<file path="src/rtl/cache_refill_controller.sv">
// cache_refill_controller: single-word cache refill / store-through controller.
// Ports:
//   clk, rst                      clock, asynchronous active-high reset
//   rd_req_i, wr_req_i            CPU load / store request (store wins when both)
//   addr_i, wdata_i               CPU address / store data
//   hit_i, cache_data_i           cache lookup result for addr_i
//   mem_req_o, mem_we_o           memory request / write enable
//   mem_addr_o, mem_wdata_o       word-aligned memory address / write data
//   mem_ack_i, mem_rdata_i        memory completion / read data
//   fill_o, fill_addr_o/data_o    cache write strobe, address, data
//   rdata_o, stall_o, done_o      load result, CPU stall, completion
//   err_o                         memory timeout
//   miss_count_o                  saturating read-miss count (REFILL_MISS_COUNTER_EN only)
// Optional feature macro: REFILL_MISS_COUNTER_EN
module cache_refill_controller #(
    parameter int DATA_WIDTH     = 32,
    parameter int TIMEOUT_CYCLES = 255
) (
    input  logic                  clk,
    input  logic                  rst,
    input  logic                  rd_req_i,
    input  logic                  wr_req_i,
    input  logic [DATA_WIDTH-1:0] addr_i,
    input  logic [DATA_WIDTH-1:0] wdata_i,
    input  logic                  hit_i,
    input  logic [DATA_WIDTH-1:0] cache_data_i,
    output logic                  mem_req_o,
    output logic                  mem_we_o,
    output logic [DATA_WIDTH-1:0] mem_addr_o,
    output logic [DATA_WIDTH-1:0] mem_wdata_o,
    input  logic                  mem_ack_i,
    input  logic [DATA_WIDTH-1:0] mem_rdata_i,
    output logic                  fill_o,
    output logic [DATA_WIDTH-1:0] fill_addr_o,
    output logic [DATA_WIDTH-1:0] fill_data_o,
    output logic [DATA_WIDTH-1:0] rdata_o,
    output logic                  stall_o,
    output logic                  done_o,
`ifdef REFILL_MISS_COUNTER_EN
    output logic [15:0]           miss_count_o,
`endif
    output logic                  err_o
);
    localparam int CW = $clog2(TIMEOUT_CYCLES + 1);

    typedef enum logic [1:0] {IDLE, READ_MEM, WRITE_MEM, FILL} state_t;

    state_t                r_state, w_next;
    logic [CW-1:0]         r_cnt;
    logic [DATA_WIDTH-1:0] r_addr, r_data, w_rdata;
    logic                  r_hit;
    logic                  w_wait, w_timeout, w_stall, w_done, w_err, w_rd_miss, w_wr_acc;

    assign w_wait    = (r_state == READ_MEM) || (r_state == WRITE_MEM);
    // An ack in the timeout cycle wins, so the timeout is qualified by !mem_ack_i.
    assign w_timeout = w_wait && !mem_ack_i && (r_cnt == CW'(TIMEOUT_CYCLES));

    always_comb begin
        w_next    = r_state;
        w_stall   = 1'b0;
        w_done    = 1'b0;
        w_err     = 1'b0;
        w_rdata   = '0;
        w_rd_miss = 1'b0;
        w_wr_acc  = 1'b0;
        case (r_state)
            IDLE: begin
                w_wr_acc  = wr_req_i;
                w_rd_miss = !wr_req_i && rd_req_i && !hit_i;
                w_stall   = wr_req_i || w_rd_miss;
                w_done    = !wr_req_i && rd_req_i && hit_i;
                w_rdata   = w_done ? cache_data_i : '0;
                w_next    = wr_req_i ? WRITE_MEM : (w_rd_miss ? READ_MEM : IDLE);
            end
            READ_MEM, WRITE_MEM: begin
                w_stall = 1'b1;
                w_err   = w_timeout;
                // A store miss completes directly on its ack; no cache update needed.
                w_done  = w_timeout || (mem_ack_i && r_state == WRITE_MEM && !r_hit);
                w_next  = w_timeout ? IDLE :
                          !mem_ack_i ? r_state :
                          (r_state == READ_MEM || r_hit) ? FILL : IDLE;
            end
            default: begin
                w_done  = 1'b1;
                w_rdata = r_data;
                w_next  = IDLE;
            end
        endcase
    end

    always_ff @(posedge clk or posedge rst) begin
        if (rst) begin
            r_state <= IDLE;
            r_cnt   <= '0;
            r_addr  <= '0;
            r_data  <= '0;
            r_hit   <= 1'b0;
        end else begin
            r_state <= w_next;
            r_cnt   <= (w_wait && w_next == r_state) ? r_cnt + CW'(1) : '0;
            if (w_wr_acc || w_rd_miss)
                r_addr <= addr_i & ~DATA_WIDTH'(3);
            if (w_wr_acc) begin
                r_data <= wdata_i;
                r_hit  <= hit_i;
            end
            if (r_state == READ_MEM && mem_ack_i)
                r_data <= mem_rdata_i;
        end
    end

`ifdef REFILL_MISS_COUNTER_EN
    logic [15:0] r_miss;
    always_ff @(posedge clk or posedge rst) begin
        if (rst)
            r_miss <= '0;
        else if (w_rd_miss && r_miss != 16'hFFFF)
            r_miss <= r_miss + 16'd1;
    end
    assign miss_count_o = r_miss;
`endif

    // Combinational IDLE paths are masked so every output reads zero while rst is high.
    assign mem_req_o   = !rst && w_wait;
    assign mem_we_o    = !rst && r_state == WRITE_MEM;
    assign mem_addr_o  = mem_req_o ? r_addr : '0;
    assign mem_wdata_o = mem_we_o ? r_data : '0;
    assign fill_o      = !rst && r_state == FILL;
    assign fill_addr_o = fill_o ? r_addr : '0;
    assign fill_data_o = fill_o ? r_data : '0;
    assign rdata_o     = rst ? '0 : w_rdata;
    assign stall_o     = !rst && w_stall;
    assign done_o      = !rst && w_done;
    assign err_o       = !rst && w_err;
endmodule

</file>
<file path="config.mk">
export PLATFORM = sky130hd
export DESIGN_NAME = cache_refill_controller
export DESIGN_NICKNAME = d
export VERILOG_FILES = /design/src/rtl/cache_refill_controller.sv
export SDC_FILE = /design/constraint.sdc
export NUM_CORES = 1
export LEC_CHECK = 0
export ABC_AREA = 1
export CAP_MARGIN = 20
export CORE_ASPECT_RATIO = 1.1
export CORE_MARGIN = 8
export CORE_UTILIZATION = 37
export CTS_BUF_LIST = sky130_fd_sc_hd__clkbuf_16
export CTS_CLUSTER_SIZE = 24
export DETAILED_ROUTE_END_ITERATION = 8
export PLACE_DENSITY = 0.78
export SYNTH_ARGS = -nofsm -noshare
export SYNTH_HDL_FRONTEND = slang
export SYNTH_SLANG_ARGS = --single-unit
export TNS_END_PERCENT = 10
</file>
<file path="constraint.sdc">
create_clock -name clk -period 4.8 [get_ports clk]
set_clock_uncertainty 0.05 [all_clocks]
set_input_delay 0.96 -clock clk [delete_from_list [all_inputs] [get_ports clk]]
set_output_delay 0.96 -clock clk [all_outputs]
set_load 0.03 [all_outputs]
</file>
==> flow_summary.ini <==
[run_status]
status = complete, no violations

[cts]
clock_latency_ns = 0.33
cts_max_path_buffers = 2
cts_root_buf = clkbuf_16
cts_inserted_buffers = 9
cts.sinks = 73
ctsHtreeMaxLevel = 3
ctsResizeCount = 0
path_clk_slew_ns = 0.06
ctsHoldBuffers = 0
post_cts_buffers = 0
tritoncts = yes

[setup_path]
crit_required_ns = 3.79
startpoint_type = input port
slowest_delay_ns = 0.77
cpMostUsedCell = clkdlybuf4s50_1
cp-end-kind = output pin
critical_path.max_fanout = 33
crit_chain = clkdlybuf4s50_1, inv_1, nand3_1, o21ai_1, inv_2, a2111oi_0, clkdlybuf4s50_1
path_class = input port to output pin
cp.arrival_ns = 3.27
worst_path_max_delay_cell = clkdlybuf4s50_1

[global_routing]
busiest_layer = met2
grt_use_total_pct = 20.84
met2_usage_pct = 35.98
antenna_found_initial = 0
grt_max_degree = 74
grt_pass1_wl_um = 26800
grtUsageMet1_pct = 24.05
met3_usage_pct = 5.967
overflow = 0
grt_pass1_vias = 4789

[timing]
period_needed_ns = 4.284
fmax_mhz = 233.4
rsz0062_at_grt = false
fin_ws_ns = 0.5156
worst_pin_slew_ns = 1.050
finalMaxSlewViolations = 0
fin_tns_setup_ns = 0
setup_viol = 0
period_share_pct = 89.26
slew_headroom_pct = 29.74
final_hold_viol_count = 0

[floorplan]
row_count = 43
coreArea_um2 = 12430
die_area_um2 = 16360
ios = 300
start_util_pct = 37.28
fp.dieW_um = 122.7
die_y_um = 133.4

[power]
vdd_ir_drop_max_mv = 0.3630
p_leak_nw = 3.322
power_density_nw_per_um2 = 515.0

[finish]
syn_to_final_growth_pct = 70.89
multiInputGateArea_um2 = 2286
drive_gt1_share_pct = 9.502
n_antenna_cell = 0
post-route-util_pct = 63.71
regArea_um2 = 1827
layout.nets = 1019
n_fill_cell = 1119

[yosys]
synth_area_leader_cell = dfrtp_1
syn_inst = 613
syn_area_um2 = 4633
ys_seq_area_share_pct = 39.43
synth_top_area_share_pct = 39.43
ys_top_cells_by_area = dfrtp_1 (39%), nor2_1 (18%), a2111oi_2 (9.4%)
synth_cell_type_count = 31
ys_warn_count = 0
yosys_register_bits = 73
syn_avg_cell_area_um2 = 7.558

[drt]
ant_nets = 0
drc_errors = 0
via_count = 5064
routedWlPerCell_um = 17.34
drt_wl_total_um = 18050
drt_iter0_drc = 344
first_pass_iters = 5
viasPerCell = 4.865

[job]
max_cap_viol_count = 0

[min_path]
hold_path.class = flip-flop to flip-flop

[place]
gp_congestion = 0.8359
dp_slack_ns = 0.5042
io_buffer_count = 293
hpwl_um = 13730
## power breakdown
group	total, mW	switching [mW]	internal (mW)	leakage [nW]
clock	0.703	0.252	0.450	0.156
sequential	0.962	0.0772	0.885	0.868
combinational	2.41	1.59	0.822	2.30
## logic make-up after synthesis
| family | synth area share [%] |
|---|---|
| AND/OR/NAND/NOR | 24.25 |
| AO/OA/AOI/OAI | 21.87 |
| buffers and inverters | 11.61 |
| flip-flops | 39.43 |
| XOR/XNOR | 1.134 |
| adder cells (fa/ha/maj) | 1.620 |
| other | 0.08094 |
## worst max-delay path: cells and delay by family
| family | cells | cell delay [ns] |
|---|---|---|
| buffers and inverters | 4 | 1.62 |
| AO/OA/AOI/OAI | 2 | 0.61 |
| AND/OR/NAND/NOR | 1 | 0.08 |
## sequential cells by signal (all words and copies together) (netlist names)
name and flops:
r_hit 1, r_addr 30, r_data 32, r_state 2, r_cnt 8
## cell type report
type | instances | share of cell area (%)
well taps | 157 | 2.481
clock buffers | 9 | 2.845
multi-input cells | 413 | 28.87
clock inverters | 7 | 1.106
flip-flops and latches | 73 | 23.07
repair buffers | 301 | 37.74
inverters | 81 | 3.887
## synth_stat cells, drive strengths merged
cell     count
ha           6
a31oi        1
conb         1
o22ai       32
o21a         1
clkbuf      11
a2111oi     32
nand4        3
nor3         8
a21oi       30
nand2       20
nor2       226
dfrtp       73
a211oi       1
xnor2        3
o21ai       36
and3         1
buf         38
xor2         3
inv         81
nand3        6
## per-layer routing
layer	part of all wire, %	routed length (um)	vias up
met5	0	0	-
met4	2.4	429	0
met3	8.0	1449	29
met2	49	8774	208
met1	41	7395	2323
li1	-	-	2504
## worst paths after layout
path	cells past startpoint	startpoint	slack [ns]	end
hold reg to reg	1	r_cnt[0]	0.43	r_cnt[0]
hold / removal	1	r_cnt[0]	0.43	r_cnt[0]
setup / recovery	7	wr_req_i	0.52	rdata_o[1]
min in group asynchronous	3	rst	1.15	r_cnt[1]
max in group asynchronous	3	rst	2.93	r_data[25]
setup reg to reg	6	r_state[0]	2.47	r_data[24]
## through the flow
| stage | cells | power, mW | hold slack, ns | cell area (um^2) |
|---|---|---|---|---|
| global route | 1041 | 4.339 | 0.4400 | 7918 |
| global placement | 1025 | 3.355 | 0.4167 | 7605 |
| floorplan | 616 | 2.537 | 0.3931 | 4648 |
| finish | 1041 | 4.078 | 0.4293 | 7918 |
| CTS | 1041 | 4.109 | 0.4262 | 7918 |
| detailed placement | 1025 | 3.393 | 0.4180 | 7605 |
## cell usage in the layout (no fill, tap or decap), drive strengths merged
master | synthesis | layout
inv | 81 | 82
nor3 | 8 | 8
a2111oi | 32 | 32
buf | 38 | 9
ha | 6 | 6
xnor2 | 3 | 3
clkdlybuf4s50 | 0 | 292
and3 | 1 | 1
clkbuf | 11 | 9
o21ai | 36 | 36
bufinv | 0 | 2
a31oi | 1 | 1
conb | 1 | 4
o21a | 1 | 1
nor2 | 226 | 226
clkinv | 0 | 2
o22ai | 32 | 32
dfrtp | 73 | 73
clkinvlp | 0 | 2
xor2 | 3 | 3
a211oi | 1 | 1
nand4 | 3 | 3
nand3 | 6 | 6
a21oi | 30 | 30
nand2 | 20 | 20
(Power assumes the default switching activity.)
